[src/rtl/cpu_bus_pkg.sv]
// Shared sram-like bus definitions: transfer size codes, owner ids and the
// grant FSM state type used by the two-master arbiter.
package cpu_bus_pkg;

    localparam logic [1:0] SZ_BYTE = 2'd0;
    localparam logic [1:0] SZ_HALF = 2'd1;
    localparam logic [1:0] SZ_WORD = 2'd2;

    localparam logic OWN_INST = 1'b0;
    localparam logic OWN_DATA = 1'b1;

    typedef enum logic [1:0] {
        ST_IDLE    = 2'd0,
        ST_LOCK_M0 = 2'd1,
        ST_LOCK_M1 = 2'd2
    } arb_state_e;

    // Lock state that holds the grant for the given owner.
    function automatic arb_state_e lock_state(input logic owner);
        return (owner == OWN_DATA) ? ST_LOCK_M1 : ST_LOCK_M0;
    endfunction

endpackage

[src/rtl/sram_like_arbiter_if.sv]
// Sram-like bus bundle. The master modport drives the request side and
// receives the handshakes; the slave modport is the opposite view.
interface sram_like_arbiter_if #(
    parameter int AW = 32,
    parameter int DW = 32
);
    logic          req;
    logic          wr;
    logic [1:0]    size;
    logic [AW-1:0] addr;
    logic [DW-1:0] wdata;
    logic [DW-1:0] rdata;
    logic          addr_ok;
    logic          data_ok;

    modport master (
        output req, wr, size, addr, wdata,
        input  rdata, addr_ok, data_ok
    );

    modport slave (
        input  req, wr, size, addr, wdata,
        output rdata, addr_ok, data_ok
    );
endinterface

[src/rtl/arb_owner_fifo.sv]
// In-order owner tracking FIFO: one bit per accepted transaction, popped when
// the matching response returns. Pushes when full and pops when empty are
// ignored so the count can never wrap.
module arb_owner_fifo #(
    parameter int DEPTH = 2
) (
    input  logic                       clk,
    input  logic                       resetn,
    input  logic                       push_i,
    input  logic                       din_i,
    input  logic                       pop_i,
    output logic                       head_o,
    output logic [$clog2(DEPTH):0]     count_o,
    output logic                       full_o,
    output logic                       empty_o
);
    localparam int CW = $clog2(DEPTH) + 1;
    localparam int PW = (DEPTH > 1) ? $clog2(DEPTH) : 1;

    logic          mem_q [DEPTH];
    logic [PW-1:0] wr_ptr_q, wr_ptr_d;
    logic [PW-1:0] rd_ptr_q, rd_ptr_d;
    logic [CW-1:0] count_q, count_d;
    logic          do_push_s;
    logic          do_pop_s;

    // Pointer advance with explicit wrap so non-power-of-two depths stay legal.
    function automatic logic [PW-1:0] ptr_inc(input logic [PW-1:0] p);
        return (p == PW'(DEPTH - 1)) ? {PW{1'b0}} : (p + PW'(1));
    endfunction

    assign full_o    = (count_q == CW'(DEPTH));
    assign empty_o   = (count_q == {CW{1'b0}});
    assign do_push_s = push_i & ~full_o;
    assign do_pop_s  = pop_i & ~empty_o;
    assign head_o    = mem_q[rd_ptr_q];
    assign count_o   = count_q;

    // Next pointer and occupancy values from the qualified push/pop.
    always_comb begin
        wr_ptr_d = wr_ptr_q;
        rd_ptr_d = rd_ptr_q;
        count_d  = count_q;
        if (do_push_s) begin
            wr_ptr_d = ptr_inc(wr_ptr_q);
        end else begin
            wr_ptr_d = wr_ptr_q;
        end
        if (do_pop_s) begin
            rd_ptr_d = ptr_inc(rd_ptr_q);
        end else begin
            rd_ptr_d = rd_ptr_q;
        end
        case ({do_push_s, do_pop_s})
            2'b10:   count_d = count_q + CW'(1);
            2'b01:   count_d = count_q - CW'(1);
            default: count_d = count_q;
        endcase
    end

    // Pointer and occupancy registers.
    always_ff @(posedge clk) begin
        if (!resetn) begin
            wr_ptr_q <= {PW{1'b0}};
            rd_ptr_q <= {PW{1'b0}};
            count_q  <= {CW{1'b0}};
        end else begin
            wr_ptr_q <= wr_ptr_d;
            rd_ptr_q <= rd_ptr_d;
            count_q  <= count_d;
        end
    end

    // Owner storage, written at the tail on each accepted push.
    always_ff @(posedge clk) begin
        if (!resetn) begin
            for (int i = 0; i < DEPTH; i++) begin
                mem_q[i] <= 1'b0;
            end
        end else if (do_push_s) begin
            mem_q[wr_ptr_q] <= din_i;
        end
    end

endmodule

[src/rtl/sram_like_arbiter_chk.sv]
// Protocol checker: a master that has been locked onto the slave must keep
// its request up until the address is accepted.
module sram_like_arbiter_chk
    import cpu_bus_pkg::*;
(
    input logic       clk,
    input logic       resetn,
    input arb_state_e state_i,
    input logic       m0_req_i,
    input logic       m1_req_i
);
    a_m0_hold_req: assert property (@(posedge clk) disable iff (!resetn)
        (state_i == ST_LOCK_M0) |-> m0_req_i);

    a_m1_hold_req: assert property (@(posedge clk) disable iff (!resetn)
        (state_i == ST_LOCK_M1) |-> m1_req_i);
endmodule

[src/rtl/sram_like_arbiter.sv]
// Two-master sram-like arbiter (m0 = i-cache, m1 = d-cache) onto one slave.
// The winner is muxed onto the slave in the same cycle; an unanswered request
// locks the grant until s_addr_ok. Accepted owners are queued in order so
// each response is routed back to the master that issued it.
// Build option ARB_ROUND_ROBIN_EN: alternate on simultaneous requests instead
// of the default fixed m1-over-m0 priority.
module sram_like_arbiter
    import cpu_bus_pkg::*;
#(
    parameter int OUTST_DEPTH = 2,
    parameter int AW          = 32,
    parameter int DW          = 32
) (
    input  logic                           clk,
    input  logic                           resetn,
    sram_like_arbiter_if.slave             m0,
    sram_like_arbiter_if.slave             m1,
    sram_like_arbiter_if.master            s,
    output logic [$clog2(OUTST_DEPTH):0]   outst_cnt,
    output logic                           resp_err
);
    arb_state_e    state_q, state_d;
    logic          owner_s;
    logic          sel_req_s;
    logic          s_req_s;
    logic          accept_s;
    logic          pop_s;
    logic          head_s;
    logic          fifo_full_s;
    logic          fifo_empty_s;
    logic          resp_err_q;
    logic [AW-1:0] sel_addr_s;
    logic [DW-1:0] sel_wdata_s;
`ifdef ARB_ROUND_ROBIN_EN
    logic          last_grant_q;
`endif

    // Grant selection and next state for the IDLE/LOCK grant FSM.
    always_comb begin
        owner_s   = OWN_INST;
        sel_req_s = 1'b0;
        case (state_q)
            ST_IDLE: begin
`ifdef ARB_ROUND_ROBIN_EN
                if (m0.req && m1.req) begin
                    owner_s = ~last_grant_q;
                end else if (m1.req) begin
                    owner_s = OWN_DATA;
                end else begin
                    owner_s = OWN_INST;
                end
`else
                if (m1.req) begin
                    owner_s = OWN_DATA;
                end else begin
                    owner_s = OWN_INST;
                end
`endif
                sel_req_s = m0.req | m1.req;
            end
            ST_LOCK_M0: begin
                owner_s   = OWN_INST;
                sel_req_s = m0.req;
            end
            ST_LOCK_M1: begin
                owner_s   = OWN_DATA;
                sel_req_s = m1.req;
            end
            default: begin
                owner_s   = OWN_INST;
                sel_req_s = 1'b0;
            end
        endcase

        // A full tracking FIFO blocks the request, which also freezes the FSM.
        s_req_s  = sel_req_s & ~fifo_full_s;
        accept_s = s_req_s & s.addr_ok;

        state_d = state_q;
        case (state_q)
            ST_IDLE:    state_d = (s_req_s && !s.addr_ok) ? lock_state(owner_s) : ST_IDLE;
            ST_LOCK_M0: state_d = accept_s ? ST_IDLE : ST_LOCK_M0;
            ST_LOCK_M1: state_d = accept_s ? ST_IDLE : ST_LOCK_M1;
            default:    state_d = ST_IDLE;
        endcase
    end

    // Grant FSM state register.
    always_ff @(posedge clk) begin
        if (!resetn) begin
            state_q <= ST_IDLE;
        end else begin
            state_q <= state_d;
        end
    end

`ifdef ARB_ROUND_ROBIN_EN
    // Remember the most recently accepted master for round-robin tie breaks.
    always_ff @(posedge clk) begin
        if (!resetn) begin
            last_grant_q <= OWN_INST;
        end else if (accept_s) begin
            last_grant_q <= owner_s;
        end
    end
`endif

    // Sticky flag for a response that arrives with nothing outstanding.
    always_ff @(posedge clk) begin
        if (!resetn) begin
            resp_err_q <= 1'b0;
        end else if (s.data_ok && fifo_empty_s) begin
            resp_err_q <= 1'b1;
        end
    end

    arb_owner_fifo #(
        .DEPTH (OUTST_DEPTH)
    ) u_owner_fifo (
        .clk     (clk),
        .resetn  (resetn),
        .push_i  (accept_s),
        .din_i   (owner_s),
        .pop_i   (s.data_ok),
        .head_o  (head_s),
        .count_o (outst_cnt),
        .full_o  (fifo_full_s),
        .empty_o (fifo_empty_s)
    );

    sram_like_arbiter_chk u_chk (
        .clk      (clk),
        .resetn   (resetn),
        .state_i  (state_q),
        .m0_req_i (m0.req),
        .m1_req_i (m1.req)
    );

    assign sel_addr_s  = (owner_s == OWN_DATA) ? m1.addr  : m0.addr;
    assign sel_wdata_s = (owner_s == OWN_DATA) ? m1.wdata : m0.wdata;

    assign s.req   = s_req_s;
    assign s.wr    = (owner_s == OWN_DATA) ? m1.wr   : m0.wr;
    assign s.size  = (owner_s == OWN_DATA) ? m1.size : m0.size;
    assign s.addr  = sel_addr_s;
    assign s.wdata = sel_wdata_s;

    assign m0.addr_ok = accept_s & (owner_s == OWN_INST);
    assign m1.addr_ok = accept_s & (owner_s == OWN_DATA);

    assign pop_s      = s.data_ok & ~fifo_empty_s;
    assign m0.data_ok = pop_s & (head_s == OWN_INST);
    assign m1.data_ok = pop_s & (head_s == OWN_DATA);

    assign m0.rdata = s.rdata;
    assign m1.rdata = s.rdata;
    assign resp_err = resp_err_q;

endmodule

[src/flat_wrapper.sv]
// flat-port wrapper written by rule: the top's interface ports become plain ports
module sram_like_arbiter_flat import cpu_bus_pkg::*;
#(
    parameter int OUTST_DEPTH = 2,
    parameter int AW          = 32,
    parameter int DW          = 32
)
  (clk, resetn, outst_cnt, resp_err, m0_req, m0_wr, m0_size, m0_addr, m0_wdata, m0_rdata, m0_addr_ok, m0_data_ok, m1_req, m1_wr, m1_size, m1_addr, m1_wdata, m1_rdata, m1_addr_ok, m1_data_ok, s_req, s_wr, s_size, s_addr, s_wdata, s_rdata, s_addr_ok, s_data_ok);
  sram_like_arbiter_if #(.AW(AW), .DW(DW)) m0_i ();
  sram_like_arbiter_if #(.AW(AW), .DW(DW)) m1_i ();
  sram_like_arbiter_if #(.AW(AW), .DW(DW)) s_i ();
  input  logic clk;
  input  logic resetn;
  output logic [$clog2(OUTST_DEPTH):0] outst_cnt;
  output logic resp_err;
  input wire logic [$bits(m0_i.req)-1:0] m0_req;
  input wire logic [$bits(m0_i.wr)-1:0] m0_wr;
  input wire logic [$bits(m0_i.size)-1:0] m0_size;
  input wire logic [$bits(m0_i.addr)-1:0] m0_addr;
  input wire logic [$bits(m0_i.wdata)-1:0] m0_wdata;
  output wire logic [$bits(m0_i.rdata)-1:0] m0_rdata;
  output wire logic [$bits(m0_i.addr_ok)-1:0] m0_addr_ok;
  output wire logic [$bits(m0_i.data_ok)-1:0] m0_data_ok;
  input wire logic [$bits(m1_i.req)-1:0] m1_req;
  input wire logic [$bits(m1_i.wr)-1:0] m1_wr;
  input wire logic [$bits(m1_i.size)-1:0] m1_size;
  input wire logic [$bits(m1_i.addr)-1:0] m1_addr;
  input wire logic [$bits(m1_i.wdata)-1:0] m1_wdata;
  output wire logic [$bits(m1_i.rdata)-1:0] m1_rdata;
  output wire logic [$bits(m1_i.addr_ok)-1:0] m1_addr_ok;
  output wire logic [$bits(m1_i.data_ok)-1:0] m1_data_ok;
  output wire logic [$bits(s_i.req)-1:0] s_req;
  output wire logic [$bits(s_i.wr)-1:0] s_wr;
  output wire logic [$bits(s_i.size)-1:0] s_size;
  output wire logic [$bits(s_i.addr)-1:0] s_addr;
  output wire logic [$bits(s_i.wdata)-1:0] s_wdata;
  input wire logic [$bits(s_i.rdata)-1:0] s_rdata;
  input wire logic [$bits(s_i.addr_ok)-1:0] s_addr_ok;
  input wire logic [$bits(s_i.data_ok)-1:0] s_data_ok;
  assign m0_i.req = m0_req;
  assign m0_i.wr = m0_wr;
  assign m0_i.size = m0_size;
  assign m0_i.addr = m0_addr;
  assign m0_i.wdata = m0_wdata;
  assign m0_rdata = m0_i.rdata;
  assign m0_addr_ok = m0_i.addr_ok;
  assign m0_data_ok = m0_i.data_ok;
  assign m1_i.req = m1_req;
  assign m1_i.wr = m1_wr;
  assign m1_i.size = m1_size;
  assign m1_i.addr = m1_addr;
  assign m1_i.wdata = m1_wdata;
  assign m1_rdata = m1_i.rdata;
  assign m1_addr_ok = m1_i.addr_ok;
  assign m1_data_ok = m1_i.data_ok;
  assign s_req = s_i.req;
  assign s_wr = s_i.wr;
  assign s_size = s_i.size;
  assign s_addr = s_i.addr;
  assign s_wdata = s_i.wdata;
  assign s_i.rdata = s_rdata;
  assign s_i.addr_ok = s_addr_ok;
  assign s_i.data_ok = s_data_ok;
  sram_like_arbiter #(.OUTST_DEPTH(OUTST_DEPTH), .AW(AW), .DW(DW)) u_core (.clk(clk), .resetn(resetn), .m0(m0_i), .m1(m1_i), .s(s_i), .outst_cnt(outst_cnt), .resp_err(resp_err));
endmodule
[config.mk]
export PLATFORM = sky130hd
export DESIGN_NAME = sram_like_arbiter_flat
export DESIGN_NICKNAME = d
export VERILOG_FILES = /design/src/rtl/cpu_bus_pkg.sv /design/src/rtl/sram_like_arbiter_if.sv /design/src/rtl/arb_owner_fifo.sv /design/src/rtl/sram_like_arbiter_chk.sv /design/src/rtl/sram_like_arbiter.sv /design/src/flat_wrapper.sv
export SDC_FILE = /design/constraint.sdc
export NUM_CORES = 1
export LEC_CHECK = 0
export CORE_AREA = 5 5 116 118
export DETAILED_ROUTE_END_ITERATION = 6
export DIE_AREA = 0 0 121 123
export GPL_TIMING_DRIVEN = 1
export HOLD_SLACK_MARGIN = 0.05
export PLACE_DENSITY = 0.63
export RECOVER_POWER = 50
export SYNTH_ARGS = -nofsm -noshare
export SYNTH_HDL_FRONTEND = slang
export SYNTH_SLANG_ARGS = --single-unit
export TNS_END_PERCENT = 1
[constraint.sdc]
create_clock -name clk -period 2.1 [get_ports clk]
set_input_delay 0.315 -clock clk [delete_from_list [all_inputs] [get_ports clk]]
set_output_delay 0.315 -clock clk [all_outputs]
set_load 0.01 [all_outputs]
==> flow_summary.html, run 1 <==
<table>
<tr><th>Metric</th><th>Value</th></tr>
<tr><th colspan="2">Run status</th></tr>
<tr><td>Result of the run</td><td>complete, no violations</td></tr>
<tr><th colspan="2">STA</th></tr>
<tr><td>Slew at the pin closest to its max-slew limit</td><td>568 ps</td></tr>
<tr><td>RSZ-0062 raised after global routing</td><td>no</td></tr>
<tr><td>Worst clock skew on the final layout</td><td>1.75 ps</td></tr>
<tr><td>Worst Hold Margin</td><td>467 ps</td></tr>
<tr><td>Final worst path period share</td><td>95.2%</td></tr>
<tr><td>Highest Clock Rate</td><td>500 MHz</td></tr>
<tr><td>Max Transition Viols Final</td><td>0</td></tr>
<tr><td>Worst slew margin relative to its limit</td><td>61.1%</td></tr>
<tr><td>Final critical-path setup slack</td><td>101 ps</td></tr>
<tr><td>Hold Violations, Final</td><td>0</td></tr>
<tr><td>Clock period minus final worst setup slack</td><td>2000 ps</td></tr>
<tr><td>Final setup vio count</td><td>0</td></tr>
<tr><th colspan="2">Floorplanning</th></tr>
<tr><td>DIE WIDTH</td><td>121 um</td></tr>
<tr><td>Starting density of the core</td><td>15.0%</td></tr>
<tr><td>I/O pin cnt</td><td>311</td></tr>
<tr><td>Standard-cell row count</td><td>41</td></tr>
<tr><td>Floorplan die height</td><td>123 um</td></tr>
<tr><td>Total core area</td><td>12,400 um2</td></tr>
<tr><td>Area of the die</td><td>14,900 um2</td></tr>
<tr><th colspan="2">Clock network</th></tr>
<tr><td>Root Buffer</td><td>clkbuf_16</td></tr>
<tr><td>Worst-Skew Late Latency</td><td>230 ps</td></tr>
<tr><td>Number of hold buffers added after cts</td><td>0</td></tr>
<tr><td>H-tree levels</td><td>1</td></tr>
<tr><td>CTS tree</td><td>built</td></tr>
<tr><td>Max Buffers Root-to-Sink</td><td>2</td></tr>
<tr><td>CTS clock-pin slew for the worst setup and hold paths</td><td>40 ps</td></tr>
<tr><td>Number of setup buffers added after CTS</td><td>0</td></tr>
<tr><td>Count of clock tree sinks</td><td>10</td></tr>
<tr><td>Number of buffers added by the clock tree synthesis step</td><td>3</td></tr>
<tr><th colspan="2">Power</th></tr>
<tr><td>Sw Share</td><td>37.1%</td></tr>
<tr><td>P_leak</td><td>2.43 nW</td></tr>
<tr><td>Portion of total power attributed to combinational logic</td><td>72.8%</td></tr>
<tr><td>Pwr dens</td><td>545 nW/um2</td></tr>
<tr><td>Internal power summed over all cells</td><td>1.39 mW</td></tr>
<tr><td>Net switching power of the design</td><td>0.821 mW</td></tr>
<tr><td>Part of the total power dissipated in sequential elements</td><td>12.4%</td></tr>
<tr><td>Clock share of power</td><td>14.8%</td></tr>
<tr><td>IR Drop Worst-Case VDD</td><td>0.251 mV</td></tr>
<tr><th colspan="2">Detailed routing</th></tr>
<tr><td>Vias per std cell</td><td>3.92</td></tr>
<tr><td>Antenna Violating Nets Remaining</td><td>0</td></tr>
<tr><td>Routed Wire Length</td><td>9.00 mm</td></tr>
<tr><td>Detailed Routing Iterations Pass 1</td><td>4</td></tr>
<tr><td>Number of design rule violations left after detail routing</td><td>0</td></tr>
<tr><td>DRT iter0 DRCs</td><td>86</td></tr>
<tr><td>Routed via count</td><td>2,580</td></tr>
<tr><td>Detail-routed net length per standard cell</td><td>13.7 um</td></tr>
<tr><th colspan="2">GRT</th></tr>
<tr><td>GRT Util Overall</td><td>10.3%</td></tr>
<tr><td>GRT overflow</td><td>0</td></tr>
<tr><td>Number of antenna violations at the first check in global routing</td><td>0</td></tr>
<tr><td>Global-route wire length before repair</td><td>12.3 mm</td></tr>
<tr><td>Largest net degree at the start of global routing</td><td>39</td></tr>
<tr><td>Vias in the first global route</td><td>2,545</td></tr>
<tr><th colspan="2">Worst setup path</th></tr>
<tr><td>Kind of start point of the critical path</td><td>input pin</td></tr>
<tr><td>Arrival time of the worst setup path</td><td>1680 ps</td></tr>
<tr><td>Required time reported for the critical path endpoint</td><td>1780 ps</td></tr>
<tr><td>Setup crit end kind</td><td>primary output</td></tr>
<tr><td>Path type of the worst setup path</td><td>input pin to primary output</td></tr>
<tr><td>Maximum fanout along the worst path</td><td>3</td></tr>
<tr><th colspan="2">Min path</th></tr>
<tr><td>Kind of path behind the tightest hold check</td><td>register to register</td></tr>
<tr><th colspan="2">Placed design</th></tr>
<tr><td>IO buf count</td><td>214</td></tr>
<tr><td>Final RePlAce weighted congestion</td><td>0.795</td></tr>
<tr><td>Placement-stage worst setup slack</td><td>-285 ps</td></tr>
<tr><td>Standard cell area after detailed placement</td><td>3800 um2</td></tr>
<tr><td>Estimated wirelength of the detail-placed design</td><td>7.20 mm</td></tr>
<tr><th colspan="2">Synth</th></tr>
<tr><td>Number of warnings reported in the yosys synthesis log</td><td>0</td></tr>
<tr><td>Number of library cell types mapped by synthesis</td><td>28</td></tr>
<tr><td>Cell types occupying the most area after synthesis</td><td>nand2_1 (42%), buf_4 (27%), dfxtp_1 (11%), mux2i_1 (2.2%), clkbuf_1 (1.6%)</td></tr>
<tr><td>Mapped Avg Cell Area</td><td>5.52 um2</td></tr>
<tr><td>Post-synthesis instance area</td><td>1860 um2</td></tr>
<tr><td>Cell type contributing the most total cell area after synthesis</td><td>nand2_1</td></tr>
<tr><td>Number of register bits inferred by synthesis</td><td>10</td></tr>
<tr><td>Number of synthesized flops with an enable pin</td><td>0</td></tr>
<tr><td>Fraction of registers with async set or reset after synthesis</td><td>0%</td></tr>
<tr><td>Synthesized netlist cell count</td><td>337</td></tr>
<tr><td>Top flip-flop cell by instance count after synthesis</td><td>dfxtp_1</td></tr>
<tr><td>Most common library cells after synthesis</td><td>nand2_1 (206), buf_4 (67), dfxtp_1 (10)</td></tr>
<tr><td>Sequential-to-total area share from yosys stat</td><td>10.8%</td></tr>
<tr><td>Top-area cell type share of the netlist area</td><td>41.6%</td></tr>
<tr><td>Syn Nets</td><td>510</td></tr>
<tr><td>Dominant cell by count in the synthesized netlist</td><td>nand2_1</td></tr>
<tr><th colspan="2">Final layout</th></tr>
<tr><td>Layout overhead on the synthesized area</td><td>118%</td></tr>
<tr><td>Antenna diode count</td><td>0</td></tr>
<tr><td>Number of nets in the final layout</td><td>662</td></tr>
<tr><td>Ratio of cells with drive above 1 in the final layout</td><td>4.93%</td></tr>
<tr><td>Number of fillers in the final layout</td><td>1,290</td></tr>
<tr><td>Cell area after layout</td><td>4060 um2</td></tr>
<tr><th colspan="2">Flow run</th></tr>
<tr><td>Count of max-cap constraint violations</td><td>0</td></tr>
</table>
==> final timing paths <==
| check | endpoint | depth (start not counted) | startpoint | slack [ps] |
|---|---|---|---|---|
| worst max-delay path | m0_addr_ok | 5 | m0_req | 100 |
| worst min-delay path | u_core.state_q[1]$_SDFF_PN0_ | 1 | u_core.state_q[0]$_SDFF_PN0_ | 470 |
| worst max register to register | u_core.u_owner_fifo.count_o[1]$_SDFFE_PN0P_ | 6 | u_core.state_q[1]$_SDFF_PN0_ | 320 |
| worst min register to register | u_core.state_q[1]$_SDFF_PN0_ | 1 | u_core.state_q[0]$_SDFF_PN0_ | 470 |
==> layer usage <==
layer  up-vias  track usage, %  part of all wire (%)  routed length (um)
li1       1258               -                     -                   -
met1      1097            10.4                    35                3130
met2       218            18.3                    47                4220
met3         7            6.04                    17                1540
met4         0            2.12                   1.1                 103
met5         -               0                     0                   0
==> final cells by class <==
cell class              count  area, um2  share of cell area (%)
multi-input cells         243       1090                    26.8
clock buffers               3       75.1                    1.85
flip-flops and latches     10        203                    4.99
inverters                   4       15.0                   0.370
well taps                 172        215                    5.30
repair buffers            227       2460                    60.7
==> per-stage QoR <==
step	util [%]	instances	TNS, ps	total power, mW
after floorplan	-	337	0	1.09
after CTS	31.3	657	-62.6	2.29
final	32.8	659	0	2.21
after global routing	32.8	659	0	2.41
after global placement	30.8	654	-15220	1.94
after detailed placement	30.8	654	-16710	1.96
==> state kept, by name, summed over array words and instances, names as in the netlist, named ones only <==
| name | cells |
|---|---|
| u_core.state_q | 2 |
| u_core.u_owner_fifo.wr_ptr_q | 1 |
| u_core.u_owner_fifo.count_o | 2 |
| u_core.resp_err | 1 |
| u_core.u_owner_fifo.mem_q | 2 |
| u_core.u_owner_fifo.rd_ptr_q | 1 |
==> power groups by stage <==
stage	registers [mW]	clock network [mW]	logic [mW]
6_report	0.274	0.327	1.61
3_5_place_dp	0.278	0	1.69
3_3_place_gp	0.274	0	1.67
2_1_floorplan	0.291	0	0.799
5_1_grt	0.281	0.356	1.77
4_1_cts	0.276	0.336	1.68
==> worst max-delay path: stages <==
cell and delay [ps]:
dlygate4sd3_1 580, nand2b_2 100, a211oi_4 280, and2_1 150, dlygate4sd2_1 260
==> layout by cell type, fill, tap and decap left out, types with 2 or more instances in the layout <==
| cell | instances |
|---|---|
| a21oi_1 | 3 |
| and2_1 | 4 |
| buf_12 | 4 |
| buf_4 | 5 |
| clkbuf_1 | 2 |
| clkbuf_16 | 5 |
| clkdlybuf4s50_1 | 139 |
| dfxtp_1 | 8 |
| dfxtp_2 | 2 |
| dlygate4sd2_1 | 6 |
| dlygate4sd3_1 | 4 |
| dlymetal6s2s_1 | 64 |
| inv_1 | 4 |
| mux2i_1 | 4 |
| nand2_1 | 206 |
| nand2b_1 | 3 |
| nor2_1 | 2 |
| nor2b_1 | 2 |
| nor4b_2 | 2 |
| xnor2_1 | 3 |
==> timing repair <==
action / CTS / global route
endpoints found under the setup margin: 70 / 64
gates cloned: 0 / 2
pin swaps: 0 / 2
gates resized for setup: 9 / 67
==> cell families (layout without fill, tap and decap cells) <==
family          count (synthesis)  in the layout  share of synthesized area, %
mux                             4              4                          2.15
fa+ha+maj                       1              1                         0.672
buf+inv                        84            234                          30.8
simple gates                  223            223                          48.2
flops                          10             10                          10.8
xor+xnor                        3              3                          1.41
compound gates                 12             12                          5.99
(Power assumes the default switching activity.)
==> run 2, diff against run 1 <==
--- a/config.mk
+++ b/config.mk
@@ -15,4 +15,3 @@
 export SYNTH_ARGS = -nofsm -noshare
 export SYNTH_HDL_FRONTEND = slang
 export SYNTH_SLANG_ARGS = --single-unit
-export TNS_END_PERCENT = 1
==> run 2 against run 1 <==
Net effect: global-route usage is the same; die area stayed put; sequential share of layout area barely moved; utilization increased by 0.081 points; highest routed layer unchanged; sequential power about the same; sequential cell count unchanged; critical endpoint unchanged; maximum frequency unchanged; worst setup slack is essentially flat.
==> flow_summary.html, run 2 (synthesis results as in run 1) <==
<table>
<tr><th>Metric</th><th>Value</th></tr>
<tr><th colspan="2">Worst setup path</th></tr>
<tr><td>Required time reported for the critical path endpoint</td><td>1780 ps (about the same)</td></tr>
<tr><td>Maximum fanout along the worst path</td><td>3 (unchanged)</td></tr>
<tr><td>Arrival time of the worst setup path</td><td>1680 ps (about the same)</td></tr>
<tr><td>Kind of start point of the critical path</td><td>input pin (unchanged)</td></tr>
<tr><td>Path type of the worst setup path</td><td>input pin to primary output (unchanged)</td></tr>
<tr><td>Setup crit end kind</td><td>primary output (unchanged)</td></tr>
<tr><th colspan="2">Final layout</th></tr>
<tr><td>Antenna diode count</td><td>0 (unchanged)</td></tr>
<tr><td>Number of nets in the final layout</td><td>665 (was 662)</td></tr>
<tr><td>Final non-filler cell total</td><td>662 (was 659)</td></tr>
<tr><td>Most common library cell in the layout ignoring fill and taps</td><td>nand2_1 (unchanged)</td></tr>
<tr><td>Ratio of cells with drive above 1 in the final layout</td><td>5.71% (was 4.93%)</td></tr>
<tr><td>Number of fillers in the final layout</td><td>1,285 (was 1,290)</td></tr>
<tr><td>Highest-count cells in the layout ignoring fill and taps</td><td>nand2_1 (205), clkdlybuf4s50_1 (139), dlymetal6s2s_1 (60), dlygate4sd2_1 (10) (was nand2_1 (206), clkdlybuf4s50_1 (139), dlymetal6s2s_1 (64), dfxtp_1 (8), dlygate4sd2_1 (6))</td></tr>
<tr><td>Layout overhead on the synthesized area</td><td>119% (was 118%)</td></tr>
<tr><td>Cell area after layout</td><td>4070 um2 (was 4060 um2)</td></tr>
<tr><th colspan="2">Detailed routing</th></tr>
<tr><td>Routed Wire Length</td><td>9.03 mm (was 9.00 mm)</td></tr>
<tr><td>Number of design rule violations left after detail routing</td><td>0 (unchanged)</td></tr>
<tr><td>Detailed Routing Iterations Pass 1</td><td>4 (unchanged)</td></tr>
<tr><td>Vias per std cell</td><td>3.92 (about the same)</td></tr>
<tr><td>Routed via count</td><td>2,595 (was 2,580)</td></tr>
<tr><td>Antenna Violating Nets Remaining</td><td>0 (unchanged)</td></tr>
<tr><td>DRT iter0 DRCs</td><td>90 (was 86)</td></tr>
<tr><td>Detail-routed net length per standard cell</td><td>13.6 um (was 13.7 um)</td></tr>
<tr><th colspan="2">Clock network</th></tr>
<tr><td>Number of buffers added by the clock tree synthesis step</td><td>3 (unchanged)</td></tr>
<tr><td>Root Buffer</td><td>clkbuf_16 (unchanged)</td></tr>
<tr><td>CTS clock-pin slew for the worst setup and hold paths</td><td>40 ps (about the same)</td></tr>
<tr><td>Max Buffers Root-to-Sink</td><td>2 (unchanged)</td></tr>
<tr><td>Worst-Skew Late Latency</td><td>230 ps (about the same)</td></tr>
<tr><td>CTS tree</td><td>built (unchanged)</td></tr>
<tr><td>Count of clock tree sinks</td><td>10 (unchanged)</td></tr>
<tr><td>Number of hold buffers added after cts</td><td>0 (unchanged)</td></tr>
<tr><td>H-tree levels</td><td>1 (unchanged)</td></tr>
<tr><th colspan="2">GRT</th></tr>
<tr><td>Vias in the first global route</td><td>2,553 (was 2,545)</td></tr>
<tr><td>Largest net degree at the start of global routing</td><td>39 (unchanged)</td></tr>
<tr><td>GRT Util Overall</td><td>10.3% (unchanged)</td></tr>
<tr><td>Global-route wire length before repair</td><td>12.3 mm (about the same)</td></tr>
<tr><td>Number of antenna violations at the first check in global routing</td><td>0 (unchanged)</td></tr>
<tr><td>GRT overflow</td><td>0 (unchanged)</td></tr>
<tr><th colspan="2">STA</th></tr>
<tr><td>Max Transition Viols Final</td><td>0 (unchanged)</td></tr>
<tr><td>Highest Clock Rate</td><td>500 MHz (unchanged)</td></tr>
<tr><td>Hold Violations, Final</td><td>0 (unchanged)</td></tr>
<tr><td>Worst clock skew on the final layout</td><td>1.66 ps (was 1.75 ps)</td></tr>
<tr><td>Worst Hold Margin</td><td>467 ps (about the same)</td></tr>
<tr><td>Worst slew margin relative to its limit</td><td>61.1% (unchanged)</td></tr>
<tr><td>Total negative setup slack</td><td>0 ps (unchanged)</td></tr>
<tr><td>Slew at the pin closest to its max-slew limit</td><td>568 ps (unchanged)</td></tr>
<tr><td>Final worst path period share</td><td>95.2% (about the same)</td></tr>
<tr><td>Final setup vio count</td><td>0 (unchanged)</td></tr>
<tr><td>RSZ-0062 raised after global routing</td><td>no (unchanged)</td></tr>
<tr><td>Clock period minus final worst setup slack</td><td>2000 ps (about the same)</td></tr>
<tr><th colspan="2">Floorplanning</th></tr>
<tr><td>Standard-cell row count</td><td>41 (unchanged)</td></tr>
<tr><td>Floorplan die height</td><td>123 um (unchanged)</td></tr>
<tr><td>Total core area</td><td>12,400 um2 (unchanged)</td></tr>
<tr><td>I/O pin cnt</td><td>311 (unchanged)</td></tr>
<tr><td>Starting density of the core</td><td>15.0% (unchanged)</td></tr>
<tr><td>Area of the die</td><td>14,900 um2 (unchanged)</td></tr>
<tr><td>DIE WIDTH</td><td>121 um (unchanged)</td></tr>
<tr><th colspan="2">Placed design</th></tr>
<tr><td>Final RePlAce weighted congestion</td><td>0.795 (unchanged)</td></tr>
<tr><td>IO buf count</td><td>214 (unchanged)</td></tr>
<tr><td>Standard cell area after detailed placement</td><td>3800 um2 (unchanged)</td></tr>
<tr><td>Estimated wirelength of the detail-placed design</td><td>7.20 mm (unchanged)</td></tr>
<tr><td>DP Cell Count</td><td>654 (unchanged)</td></tr>
<tr><th colspan="2">Power</th></tr>
<tr><td>IR Drop Worst-Case VDD</td><td>0.251 mV (about the same)</td></tr>
<tr><td>P_leak</td><td>2.41 nW (was 2.43 nW)</td></tr>
<tr><td>Pwr dens</td><td>547 nW/um2 (was 545 nW/um2)</td></tr>
<tr><th colspan="2">Flow run</th></tr>
<tr><td>Count of max-cap constraint violations</td><td>0 (unchanged)</td></tr>
<tr><th colspan="2">Min path</th></tr>
<tr><td>Kind of path behind the tightest hold check</td><td>register to register (unchanged)</td></tr>
<tr><th colspan="2">Run status</th></tr>
<tr><td>Result of the run</td><td>complete, no violations (unchanged)</td></tr>
</table>
## run 2: final timing paths
kind | from | end | slack [ps] | depth (start not counted)
setup reg to reg | u_core.state_q[1]$_SDFF_PN0_ | u_core.u_owner_fifo.count_o[1]$_SDFFE_PN0P_ | 320 | 6
setup / recovery | m0_req | m0_addr_ok | 100 | 5
hold / removal | u_core.u_owner_fifo.mem_q[1]$_DFF_P_ | u_core.u_owner_fifo.mem_q[1]$_DFF_P_ | 470 | 2
hold reg to reg | u_core.u_owner_fifo.mem_q[1]$_DFF_P_ | u_core.u_owner_fifo.mem_q[1]$_DFF_P_ | 470 | 2
## run 2: power by group
part	internal [mW]	leakage (nW)	switching, mW
Clock	0.246	0.0370	0.0806
Sequential	0.240	0.0830	0.0343
Combinational	0.913	2.29	0.714
Total	1.40	2.41	0.829
## run 2: per-stage QoR
stage | power [mW] | utilization [%] | setup slack, ps
after floorplan | 1.09 | - | 224
after global placement | 1.94 | 30.8 | -276
after detailed placement | 1.96 | 30.8 | -285
after CTS | 2.28 | 31.3 | -1.33
after global routing | 2.42 | 32.9 | 36.7
final | 2.23 | 32.9 | 101
## run 2: layer usage
layer | up-vias | part of all wire, % | wire, um | track usage, %
met1 | 1105 | 36 | 3210 | 10.4
li1 | 1265 | - | - | -
met4 | 0 | 1.1 | 103 | 2.12
met2 | 218 | 47 | 4220 | 18.4
met5 | - | 0 | 0 | 0
met3 | 7 | 17 | 1500 | 6.04
## run 2: worst max-delay path: stages
cell and delay (ps):
dlygate4sd3_1 580, nand2b_2 100, a211oi_4 280, and2_1 150, dlygate4sd2_1 260
## run 2: repair_timing
item / 4_1_cts / 5_1_grt
resized for setup: 13 / 64
endpoints found under the setup margin: 70 / 60
setup buffers: 0 / 3
gates cloned: 0 / 2
pin swaps: 0 / 1
## run 2: area by class of cell
| cell class | instances | area, um2 | area share (%) |
|---|---|---|---|
| Sequential cell | 10 | 203 | 4.98 |
| Multi-Input combinational cell | 243 | 1090 | 26.8 |
| Clock buffer | 3 | 75.1 | 1.85 |
| Inverter | 4 | 15.0 | 0.369 |
| Timing Repair Buffer | 230 | 2470 | 60.8 |
| Tap cell | 172 | 215 | 5.29 |
==> run 3, diff against run 2 <==
--- a/config.mk
+++ b/config.mk
@@ -12,6 +12,7 @@
 export HOLD_SLACK_MARGIN = 0.05
 export PLACE_DENSITY = 0.63
 export RECOVER_POWER = 50
+export REMOVE_ABC_BUFFERS = 1
 export SYNTH_ARGS = -nofsm -noshare
 export SYNTH_HDL_FRONTEND = slang
 export SYNTH_SLANG_ARGS = --single-unit
==> run 3 against run 2 <==
Net effect: global-route usage rose by 2.8 points; clock-buffer cell count did not move; sequential cell count did not move; critical path depth did not move; worst setup slack got worse by 33 ps; clock power rose by 2%; final cell count rose by 0.60%.
==> flow_summary.html, run 3 (synthesis results as in run 1) <==
<table>
<tr><th>Metric</th><th>Value</th></tr>
<tr><th colspan="2">Final layout</th></tr>
<tr><td>Final non-filler cell total</td><td>666 (was 662)</td></tr>
<tr><td>Layout overhead on the synthesized area</td><td>116% (was 119%)</td></tr>
<tr><td>Ratio of cells with drive above 1 in the final layout</td><td>6.88% (was 5.71%)</td></tr>
<tr><td>Most common library cell in the layout ignoring fill and taps</td><td>nand2_1 (unchanged)</td></tr>
<tr><td>Antenna diode count</td><td>0 (unchanged)</td></tr>
<tr><td>Finished Core Util</td><td>32.5% (was 32.9%)</td></tr>
<tr><td>Number of nets in the final layout</td><td>669 (was 665)</td></tr>
<tr><td>Cell area after layout</td><td>4010 um2 (was 4070 um2)</td></tr>
<tr><td>Highest-count cells in the layout ignoring fill and taps</td><td>nand2_1 (206), clkdlybuf4s50_1 (147), dlygate4sd2_1 (48), dlymetal6s2s_1 (16), buf_4 (11) (was nand2_1 (205), clkdlybuf4s50_1 (139), dlymetal6s2s_1 (60), dlygate4sd2_1 (10))</td></tr>
<tr><th colspan="2">STA</th></tr>
<tr><td>Total negative setup slack</td><td>0 ps (unchanged)</td></tr>
<tr><td>Worst clock skew on the final layout</td><td>3.98 ps (was 1.66 ps)</td></tr>
<tr><td>Clock period minus final worst setup slack</td><td>2030 ps (was 2000 ps)</td></tr>
<tr><td>RSZ-0062 raised after global routing</td><td>no (unchanged)</td></tr>
<tr><td>Max Transition Viols Final</td><td>0 (unchanged)</td></tr>
<tr><td>Final setup vio count</td><td>0 (unchanged)</td></tr>
<tr><td>Worst Hold Margin</td><td>469 ps (was 467 ps)</td></tr>
<tr><td>Final worst path period share</td><td>96.8% (was 95.2%)</td></tr>
<tr><td>Slew at the pin closest to its max-slew limit</td><td>358 ps (was 568 ps)</td></tr>
<tr><td>Final critical-path setup slack</td><td>68.1 ps (was 101 ps)</td></tr>
<tr><td>Hold Violations, Final</td><td>0 (unchanged)</td></tr>
<tr><td>Worst slew margin relative to its limit</td><td>76.1% (was 61.1%)</td></tr>
<tr><td>Highest Clock Rate</td><td>492 MHz (was 500 MHz)</td></tr>
<tr><th colspan="2">Clock network</th></tr>
<tr><td>CTS tree</td><td>built (unchanged)</td></tr>
<tr><td>Number of hold buffers added after cts</td><td>0 (unchanged)</td></tr>
<tr><td>Count of clock tree sinks</td><td>10 (unchanged)</td></tr>
<tr><td>Number of buffers added by the clock tree synthesis step</td><td>3 (unchanged)</td></tr>
<tr><td>Max Buffers Root-to-Sink</td><td>2 (unchanged)</td></tr>
<tr><td>CTS clock-pin slew for the worst setup and hold paths</td><td>40 ps (about the same)</td></tr>
<tr><td>Root Buffer</td><td>clkbuf_16 (unchanged)</td></tr>
<tr><td>H-tree levels</td><td>1 (unchanged)</td></tr>
<tr><td>Worst-Skew Late Latency</td><td>240 ps (was 230 ps)</td></tr>
<tr><th colspan="2">Placed design</th></tr>
<tr><td>DP Cell Count</td><td>653 (was 654)</td></tr>
<tr><td>Estimated wirelength of the detail-placed design</td><td>9.02 mm (was 7.20 mm)</td></tr>
<tr><td>IO buf count</td><td>214 (unchanged)</td></tr>
<tr><td>Final RePlAce weighted congestion</td><td>0.779 (was 0.795)</td></tr>
<tr><td>Standard cell area after detailed placement</td><td>3800 um2 (about the same)</td></tr>
<tr><td>Placement-stage worst setup slack</td><td>-351 ps (was -285 ps)</td></tr>
<tr><th colspan="2">Floorplanning</th></tr>
<tr><td>Starting density of the core</td><td>15.0% (unchanged)</td></tr>
<tr><td>Floorplan die height</td><td>123 um (unchanged)</td></tr>
<tr><td>Area of the die</td><td>14,900 um2 (unchanged)</td></tr>
<tr><td>Total core area</td><td>12,400 um2 (unchanged)</td></tr>
<tr><td>DIE WIDTH</td><td>121 um (unchanged)</td></tr>
<tr><td>Standard-cell row count</td><td>41 (unchanged)</td></tr>
<tr><td>I/O pin cnt</td><td>311 (unchanged)</td></tr>
<tr><th colspan="2">GRT</th></tr>
<tr><td>Largest net degree at the start of global routing</td><td>39 (unchanged)</td></tr>
<tr><td>Global-route wire length before repair</td><td>14.9 mm (was 12.3 mm)</td></tr>
<tr><td>Vias in the first global route</td><td>2,721 (was 2,553)</td></tr>
<tr><td>GRT overflow</td><td>0 (unchanged)</td></tr>
<tr><td>Number of antenna violations at the first check in global routing</td><td>0 (unchanged)</td></tr>
<tr><td>GRT Util Overall</td><td>13.1% (was 10.3%)</td></tr>
<tr><th colspan="2">Flow run</th></tr>
<tr><td>Count of max-cap constraint violations</td><td>0 (unchanged)</td></tr>
<tr><th colspan="2">Worst setup path</th></tr>
<tr><td>Worst setup slack for register-to-register paths</td><td>150 ps (was 320 ps)</td></tr>
<tr><td>Path type of the worst setup path</td><td>register to primary output (was input pin to primary output)</td></tr>
<tr><td>Endpoint of the lowest-slack register-to-register path</td><td>u_core.u_owner_fifo.count_o[1]$_SDFFE_PN0P_ (unchanged)</td></tr>
<tr><td>Crit Reg-Reg Startpoint</td><td>u_core.state_q[0]$_SDFF_PN0_ (was u_core.state_q[1]$_SDFF_PN0_)</td></tr>
<tr><td>Slowest library cell on the worst path</td><td>clkdlybuf4s50_1 (was dlygate4sd3_1)</td></tr>
<tr><td>Required time reported for the critical path endpoint</td><td>1780 ps (about the same)</td></tr>
<tr><td>Most Frequent Cell on Critical Path</td><td>nand2_1</td></tr>
<tr><td>Buffering stage count on the worst path with inverters included</td><td>2 (unchanged)</td></tr>
<tr><td>Setup crit end kind</td><td>primary output (unchanged)</td></tr>
<tr><td>Slowest cell delay on critical path</td><td>530 ps (was 580 ps)</td></tr>
<tr><td>List of cells traversed by the critical path</td><td>o21ba_4 &gt; buf_12 &gt; nand2_1 &gt; nand2_1 &gt; clkdlybuf4s50_1 (was dlygate4sd3_1 &gt; nand2b_2 &gt; a211oi_4 &gt; and2_1 &gt; dlygate4sd2_1)</td></tr>
<tr><td>Kind of start point of the critical path</td><td>register (was input pin)</td></tr>
<tr><td>Arrival time of the worst setup path</td><td>1720 ps (was 1680 ps)</td></tr>
<tr><td>Worst reg-to-reg path cell count</td><td>7 (was 6)</td></tr>
<tr><td>Crit-path leading delay family</td><td>buffers and inverters (unchanged)</td></tr>
<tr><td>Maximum fanout along the worst path</td><td>19 (was 3)</td></tr>
<tr><th colspan="2">Detailed routing</th></tr>
<tr><td>DRT iter0 DRCs</td><td>60 (was 90)</td></tr>
<tr><td>Number of design rule violations left after detail routing</td><td>0 (unchanged)</td></tr>
<tr><td>Detail-routed net length per standard cell</td><td>16.8 um (was 13.6 um)</td></tr>
<tr><td>Routed via count</td><td>2,672 (was 2,595)</td></tr>
<tr><td>Routed Wire Length</td><td>11.2 mm (was 9.03 mm)</td></tr>
<tr><td>Antenna Violating Nets Remaining</td><td>0 (unchanged)</td></tr>
<tr><td>Detailed Routing Iterations Pass 1</td><td>5 (was 4)</td></tr>
<tr><td>Vias per std cell</td><td>4.01 (was 3.92)</td></tr>
<tr><th colspan="2">Min path</th></tr>
<tr><td>Launch instance of the worst min-delay path</td><td>u_core.state_q[0]$_SDFF_PN0_ (was u_core.u_owner_fifo.mem_q[1]$_DFF_P_)</td></tr>
<tr><td>Kind of path behind the tightest hold check</td><td>register to register (unchanged)</td></tr>
<tr><td>Min-Delay Path Depth</td><td>1 (was 2)</td></tr>
<tr><td>Worst Hold Endpoint</td><td>u_core.state_q[1]$_SDFF_PN0_ (was u_core.u_owner_fifo.mem_q[1]$_DFF_P_)</td></tr>
<tr><th colspan="2">Power</th></tr>
<tr><td>IR Drop Worst-Case VDD</td><td>0.241 mV (was 0.251 mV)</td></tr>
<tr><td>P_leak</td><td>2.06 nW (was 2.41 nW)</td></tr>
<tr><td>Total power consumption of the routed design</td><td>2.27 mW (was 2.23 mW)</td></tr>
<tr><td>Pwr dens</td><td>566 nW/um2 (was 547 nW/um2)</td></tr>
<tr><th colspan="2">Run status</th></tr>
<tr><td>Result of the run</td><td>complete, no violations (unchanged)</td></tr>
</table>
[run 3: changes by cell type in the layout (fill, tap and decap cells not counted), sizes merged]
| cell | before | now |
|---|---|---|
| clkbuf | 8 | 7 |
| buf | 12 | 17 |
| clkdlybuf4s50 | 139 | 147 |
| dlymetal6s2s | 60 | 16 |
| dlygate4sd3 | 4 | 2 |
| dlygate4sd2 | 10 | 48 |
[run 3: worst max path at each step]
stage / from / endpoint / cells after the start
after floorplan: u_core.state_q[1]$_SDFF_PN0_ / m0_addr_ok / 2
after global placement: m1_req / s_wdata[26] / 6
after detailed placement: m1_req / u_core.u_owner_fifo.count_o[1]$_SDFFE_PN0P_ / 7
after CTS: m1_req / s_wdata[25] / 6
after global routing: u_core.state_q[0]$_SDFF_PN0_ / s_wdata[0] / 5
final: u_core.state_q[0]$_SDFF_PN0_ / s_wdata[0] / 5
[run 3: final cells by class]
cell class / count / area [um2]
Inverter: 4 / 15.0
Multi-Input combinational cell: 243 / 1120
Timing Repair Buffer: 234 / 2380
Fill cell: 1356 / 8350
Tap cell: 172 / 215
Clock buffer: 3 / 75.1
Sequential cell: 10 / 205
[run 3: where the power goes]
part	leakage, nW	total [mW]	internal [mW]	switching (mW)
sequential	0.0833	0.286	0.240	0.0461
clock	0.0370	0.332	0.247	0.0856
combinational	1.94	1.65	0.920	0.735
total	2.06	2.27	1.41	0.867
[run 3: what timing repair did]
item,in CTS,in global routing
pin swaps,2,1
cloned,1,2
gates resized for setup,52,23
setup buffers,3,4
endpoints found under the setup margin,71,23
[run 3: metal layers]
metal	vias up	share of wire (%)	track usage (%)
li1	1273	-	-
met1	1179	38	14.6
met2	210	44	19.4
met3	8	17	10.4
met4	2	0.54	1.84
met5	-	0.35	6.25
[run 3: worst register-to-register path: stages (launching register included)]
cell      delay, ps
dfxtp_4         360
nand2b_1        210
a211oi_4        280
buf_4           160
inv_1            70
ha_4            250
or3_1           380
a21boi_1        170
